## src/rtl/cprs_pkg.sv

```systemverilog
// Shared types and helpers for the popcount accumulator: FSM states, count
// width, and the approximate 4-bit group count used when CPRS_APPROX_EN is set.
package cprs_pkg;

  typedef enum logic [1:0] {RUN, DRAIN, OUT} state_t;

  function automatic int cnt_width(input int n);
    return $clog2(n + 1);
  endfunction

  // Group {a,b,c,d} = g[0..3]: 2*((a&b)|(c&d)) + ((a^b)|(c^d))
  function automatic logic [1:0] approx_grp(input logic [3:0] g);
    return {(g[0] & g[1]) | (g[2] & g[3]), (g[0] ^ g[1]) | (g[2] ^ g[3])};
  endfunction

endpackage

```

## src/rtl/cprs_popcnt_acc_if.sv

```systemverilog
// Beat input stream and frame-result output stream of the popcount accumulator.
interface cprs_popcnt_acc_if #(
  parameter int N_IN  = 7,
  parameter int ACC_W = 16
);
  logic [N_IN-1:0]  in_data;
  logic             in_valid;
  logic             in_last;
  logic             in_ready;
  logic [ACC_W-1:0] out_cnt;
  logic             out_sat;
  logic             out_valid;
  logic             out_ready;

  modport master (
    output in_data, in_valid, in_last, out_ready,
    input  in_ready, out_cnt, out_sat, out_valid
  );

  modport slave (
    input  in_data, in_valid, in_last, out_ready,
    output in_ready, out_cnt, out_sat, out_valid
  );
endinterface

```

## src/rtl/cprs_tree_n.sv

```systemverilog
// Combinational N_IN -> CW bit counter: chain of 3:2 compressors down to two
// rows, then one ripple add. CPRS_APPROX_EN switches 4-bit groups to approx mode.
module cprs_tree_n
  import cprs_pkg::*;
#(
  parameter  int N_IN = 7,
  localparam int CW   = cnt_width(N_IN)
) (
  input  logic [N_IN-1:0] bits,
  output logic [CW-1:0]   cnt
);

`ifdef CPRS_APPROX_EN
  localparam int NG = N_IN / 4;
`else
  localparam int NG = 0;
`endif
  localparam int NR = N_IN - 4 * NG;
  localparam int NT = NG + NR;

  logic [CW-1:0] term [NT];

  genvar gi;
  generate
    for (gi = 0; gi < NG; gi++) begin : g_grp
      assign term[gi] = CW'(approx_grp(bits[4*gi +: 4]));
    end
    for (gi = 0; gi < NR; gi++) begin : g_bit
      assign term[NG+gi] = CW'(bits[4*NG+gi]);
    end

    // Carry out of the top column can be dropped: the true total always fits CW bits.
    for (gi = 0; gi < NT; gi++) begin : g_csa
      logic [CW-1:0] s_in, c_in, s_o, c_o, maj;
      if (gi == 0) begin : g_first
        assign s_in = '0;
        assign c_in = '0;
      end else begin : g_next
        assign s_in = g_csa[gi-1].s_o;
        assign c_in = g_csa[gi-1].c_o;
      end
      assign maj = (s_in & c_in) | (s_in & term[gi]) | (c_in & term[gi]);
      assign s_o = s_in ^ c_in ^ term[gi];
      assign c_o = {maj[CW-2:0], 1'b0};
    end
  endgenerate

  assign cnt = g_csa[NT-1].s_o + g_csa[NT-1].c_o;

endmodule

```

## src/rtl/cprs_popcnt_acc.sv

```systemverilog
// Frame popcount accumulator: per-beat compressor tree, stage register, saturating
// frame sum, valid/ready result. Optional CPRS_APPROX_EN selects approximate counting.
module cprs_popcnt_acc
  import cprs_pkg::*;
#(
  parameter int N_IN  = 7,
  parameter int ACC_W = 16
) (
  input logic               clk,
  input logic               rst,
  cprs_popcnt_acc_if.slave  bus
);

  localparam int CW = cnt_width(N_IN);
  localparam int SW = ACC_W + 1;

  state_t           state_reg, state_next;
  logic [CW-1:0]    pc;
  logic [CW-1:0]    pc_reg;
  logic             pc_valid_reg, pc_last_reg;
  logic [ACC_W-1:0] acc_reg, out_cnt_reg;
  logic             sat_reg, out_sat_reg;
  logic [SW-1:0]    sum_wide;
  logic [ACC_W-1:0] sum_sat;
  logic             sum_ovf;
  logic             accept, consume;

  cprs_tree_n #(.N_IN(N_IN)) u_tree (
    .bits (bus.in_data),
    .cnt  (pc)
  );

  assign accept  = bus.in_valid  & (state_reg == RUN);
  assign consume = bus.out_ready & (state_reg == OUT);

  always_comb begin
    sum_wide = {1'b0, acc_reg} + SW'(pc_reg);
    sum_ovf  = sum_wide[ACC_W];
    sum_sat  = sum_ovf ? '1 : sum_wide[ACC_W-1:0];
  end

  // DRAIN waits for the stage register to empty so the last count is in acc.
  always_comb begin
    state_next = state_reg;
    case (state_reg)
      RUN:     if (accept && bus.in_last) state_next = DRAIN;
      DRAIN:   if (!pc_valid_reg)         state_next = OUT;
      OUT:     if (bus.out_ready)         state_next = RUN;
      default:                            state_next = RUN;
    endcase
  end

  always_ff @(posedge clk) begin
    if (rst) begin
      state_reg    <= RUN;
      pc_reg       <= '0;
      pc_valid_reg <= 1'b0;
      pc_last_reg  <= 1'b0;
      acc_reg      <= '0;
      sat_reg      <= 1'b0;
      out_cnt_reg  <= '0;
      out_sat_reg  <= 1'b0;
    end else begin
      state_reg    <= state_next;
      pc_valid_reg <= accept;
      if (accept) begin
        pc_reg      <= pc;
        pc_last_reg <= bus.in_last;
      end
      if (consume) begin
        acc_reg <= '0;
        sat_reg <= 1'b0;
      end else if (pc_valid_reg) begin
        acc_reg <= sum_sat;
        sat_reg <= sat_reg | sum_ovf;
      end
      if (pc_valid_reg && pc_last_reg) begin
        out_cnt_reg <= sum_sat;
        out_sat_reg <= sat_reg | sum_ovf;
      end
    end
  end

  assign bus.in_ready  = (state_reg == RUN);
  assign bus.out_valid = (state_reg == OUT);
  assign bus.out_cnt   = out_cnt_reg;
  assign bus.out_sat   = out_sat_reg;

endmodule

```

## src/flat_wrapper.sv

```systemverilog
// flat-port wrapper written by rule: the top's interface ports become plain ports
module cprs_popcnt_acc_flat import cprs_pkg::*;
#(
  parameter int N_IN  = 7,
  parameter int ACC_W = 16
)
  (clk, rst, bus_in_data, bus_in_valid, bus_in_last, bus_out_ready, bus_in_ready, bus_out_cnt, bus_out_sat, bus_out_valid);
  cprs_popcnt_acc_if #(.N_IN(N_IN), .ACC_W(ACC_W)) bus_i ();
  input logic clk;
  input logic rst;
  input wire logic [$bits(bus_i.in_data)-1:0] bus_in_data;
  input wire logic [$bits(bus_i.in_valid)-1:0] bus_in_valid;
  input wire logic [$bits(bus_i.in_last)-1:0] bus_in_last;
  input wire logic [$bits(bus_i.out_ready)-1:0] bus_out_ready;
  output wire logic [$bits(bus_i.in_ready)-1:0] bus_in_ready;
  output wire logic [$bits(bus_i.out_cnt)-1:0] bus_out_cnt;
  output wire logic [$bits(bus_i.out_sat)-1:0] bus_out_sat;
  output wire logic [$bits(bus_i.out_valid)-1:0] bus_out_valid;
  assign bus_i.in_data = bus_in_data;
  assign bus_i.in_valid = bus_in_valid;
  assign bus_i.in_last = bus_in_last;
  assign bus_i.out_ready = bus_out_ready;
  assign bus_in_ready = bus_i.in_ready;
  assign bus_out_cnt = bus_i.out_cnt;
  assign bus_out_sat = bus_i.out_sat;
  assign bus_out_valid = bus_i.out_valid;
  cprs_popcnt_acc #(.N_IN(N_IN), .ACC_W(ACC_W)) u_core (.clk(clk), .rst(rst), .bus(bus_i));
endmodule
```

## config.mk

```make
export PLATFORM = sky130hd
export DESIGN_NAME = cprs_popcnt_acc_flat
export DESIGN_NICKNAME = d
export VERILOG_FILES = /design/src/rtl/cprs_pkg.sv /design/src/rtl/cprs_popcnt_acc_if.sv /design/src/rtl/cprs_tree_n.sv /design/src/rtl/cprs_popcnt_acc.sv /design/src/flat_wrapper.sv
export SDC_FILE = /design/constraint.sdc
export NUM_CORES = 1
export LEC_CHECK = 0
export BUFFER_PORTS_ARGS = -buffer_cell sky130_fd_sc_hd__buf_2
export CAP_MARGIN = 20
export CORE_MARGIN = 2
export CORE_UTILIZATION = 61
export DETAILED_ROUTE_END_ITERATION = 10
export HOLD_SLACK_MARGIN = 0.12
export PLACE_DENSITY = 0.83
export SETUP_SLACK_MARGIN = 0.5
export SLEW_MARGIN = 5
export SYNTH_ARGS = -nofsm -noshare
export SYNTH_HDL_FRONTEND = slang
export SYNTH_HIERARCHICAL = 1
export SYNTH_SLANG_ARGS = --single-unit
```

## constraint.sdc

```tcl
create_clock -name clk -period 8.3 [get_ports clk]
set_input_delay 0.415 -clock clk [delete_from_list [all_inputs] [get_ports clk]]
set_output_delay 0.415 -clock clk [all_outputs]
set_load 0.01 [all_outputs]
```

==> out/qor.yml <==
via_per_inst: 5.98
drive_above_1_share: 0.172
timing_hold_violations_final: 0
gp_congestion: 0.878
die_x_um: 64.3
grt_pass1_vias: 1781
async_reset_ff_frac: 0
drcViolationCount: 0
n_fill_cell: 285
cts_inserted_buffers: 5
cp_max_fo: 2
internal-power_uw: 296
grtUsageMet1: 0.331
switching_share: 0.273
first_pass_iters: 4
fmax_mhz: 362
synth_area_mm2: 0.00222
area.growth.synth_to_final_pct: 10.1
synth_xor_area_frac: 0.0474
crit_path_top_delay_cell: "fa_1"
grt_pass1_wl_mm: 8.12
maxCapViolCount: 0
top_usage_layer: "met2"
routed_wl_mm: 4.63
criticalPathCategory: "in2reg"
dr_total_vias: 1908
synth_edf_count: 0
worst_setup_path_start_kind: "primary input"
cts_setup_buffers: 0
clk_latency_ns: 0.35
core_area_mm2: 0.00342
p_total_uw: 407
clkPwrFrac: 0.321
synth_simple_gate_area_frac: 0.215
finalCriticalPeriod_ns: 2.76
min_path_type: "in2reg"
final_antenna_net_count: 0
synthTopCellsByCount: "41 x dfxtp_1, 36 x nor2_1, 20 x a211oi_1, 13 x nor3_1"
synth_seq_area_share: 0.370
drt_iter0_markers: 124
grt_usage: 0.249
clk_pin_slew_worst_paths_ns: 0.12
seq_power_share: 0.519
synthAdderAreaFrac: 0.0947
cts_sinks: 41
syn-num-nets: 278
synth_top_family_by_area: "simple AND/OR/NAND/NOR gates"
cp-end-kind: "flop"
cts-root-buf: "clkbuf_4"
tightest_slew_ns: 0.808
status: "finished, final reports clean"
instances_no_fill: 319
power.leakage_uw: 0.000973
port-buffer-count: 30
synth-compound-area-share: 0.206
die-area_mm2: 0.00414
synthMuxAreaShare: 0.0180
grt_max_degree: 27
rsz0062_at_grt: "no"
cp_cell_sequence: "buf_2 -> inv_1 -> fa_1 -> inv_1 -> ha_1 -> inv_1 -> fa_1 -> inv_1 -> ha_1 -> ha_1 -> ha_1 -> xnor2_1 -> xnor2_1 -> mux2i_1 -> nor2_1"
cp_data_required_time_ns: 8.54
yosysUniqueCellTypes: 45
cts.htree.levels: 2
nets: 299
row_count: 21
final.setup.tns_ns: 0
dp_hpwl_mm: 3.24
critPathArrivalTime_ns: 3.00
synth-seq-cells: 41
post_cts_resized: 0
wl_per_cell_um: 14.5
maxSlewHeadroom: 0.461
synth_most_common_cell: "dfxtp_1"
die_h_um: 64.3
num_antenna_cells: 0
power.density_mw_per_mm2: 166
finClkSkew_ns: 0.0106
synth.top_cell.area_share: 0.370
combPwrFrac: 0.160
tritoncts: "yes"
antenna_found_initial: 0
syn-instance-count: 251
vdd_ir_drop_max_v: 0.000106
grt_overflow_total: 0
clk_path_buf_depth: 2
fin_crit_sh: 0.333
synth_area_leaders: "dfxtp_1 37%, a211oi_1 6.8%, ha_1 6.8%, nor2_1 6.1%, xnor2_1 3.6%"
synth.avg_cell_area_um2: 8.84
max_stage_delay_ns: 0.47
use_met3: 0.0458
pin_count: 31
synth_warnings: 6
gr-usage-met2: 0.401
setup_viol: 0
hold_buffers: 0
yosysTopAreaCell: "dfxtp_1"
start_util: 0.650
p_sw_uw: 111
dpl.cell_count: 311
report.final.slew_viol_count: 0
synth_ff_type: "dfxtp_1"
## power by group through the flow
| stage | clock [uW] | sequential [uW] | combinational (uW) |
|---|---|---|---|
| 2_1_floorplan | 0 | 214 | 49.4 |
| 3_3_place_gp | 0 | 216 | 62.4 |
| 3_5_place_dp | 0 | 216 | 64.7 |
| 4_1_cts | 135 | 211 | 65.0 |
| 5_1_grt | 142 | 213 | 75.9 |
| 6_report | 131 | 211 | 65.0 |
## layout by cell type, fill, tap and decap left out, drive strengths merged, types with 4 or more instances in the layout
cell type / count
a31oi: 8
buf: 30
and2: 5
a21oi: 13
a211oi: 21
nand4: 4
nor2: 36
nand2: 11
dfxtp: 41
inv: 11
nor3: 13
ha: 12
xnor2: 9
clkbuf: 5
o21bai: 5
mux2i: 4
nand3: 4
nor4: 7
a311oi: 4
## cells by family (layout without fill, tap and decap cells)
| logic type | after synthesis | after routing |
|---|---|---|
| and+or+nand+nor | 90 | 90 |
| AOI/OAI and AO/OA | 62 | 62 |
| adders and majority gates | 15 | 15 |
| buffers and inverters | 27 | 49 |
| xor gates and xnor gates | 12 | 12 |
| muxes | 4 | 4 |
| DFF | 41 | 41 |
## final timing paths
kind                                         endpoint  slack, ns  depth (start not counted)                  start
worst max-delay path                 u_core/pc_reg[2]       5.54                         15         bus_in_data[0]
worst min-delay path               u_core/pc_last_reg       0.35                          3            bus_in_last
worst max register to register     u_core/acc_reg[13]       5.66                          4    u_core/pc_valid_reg
worst min register to register  u_core/bus.out_cnt[6]       0.47                          2  u_core/bus.out_cnt[6]
## stage by stage
step,util,area (um^2),setup WS (ns),hold WS (ns)
floorplan,-,2220,5.38,0.438
global placement,0.691,2360,5.24,0.441
detailed placement,0.691,2360,5.16,0.451
CTS,0.716,2440,5.54,0.336
global route,0.716,2440,5.37,0.339
finish,0.716,2440,5.54,0.346
## worst max-delay path, delay by kind of cell
family	cells	cell delay, ns
XOR/XNOR	2	0.27
adder cells (fa/ha/maj)	6	1.84
buffers and inverters	5	0.28
multiplexers	1	0.13
AND/OR/NAND/NOR	1	0.05
## per-layer routing
metal / up-vias / part of all wire
li1: 957 / -
met2: 58 / 0.46
met3: 4 / 0.058
met4: 0 / 0.010
met5: - / 0
met1: 889 / 0.47
## layout make-up
class | count | area (um^2) | share of cell area
Clock buffer | 5 | 37.5 | 0.0154
Clock inverter | 3 | 46.3 | 0.0189
Inverter | 11 | 41.3 | 0.0169
Multi-Input combinational cell | 183 | 1290 | 0.528
Sequential cell | 41 | 821 | 0.336
Tap cell | 46 | 57.6 | 0.0235
Timing Repair Buffer | 30 | 150 | 0.0614
Note: power is estimated with default switching activity, not from simulation.
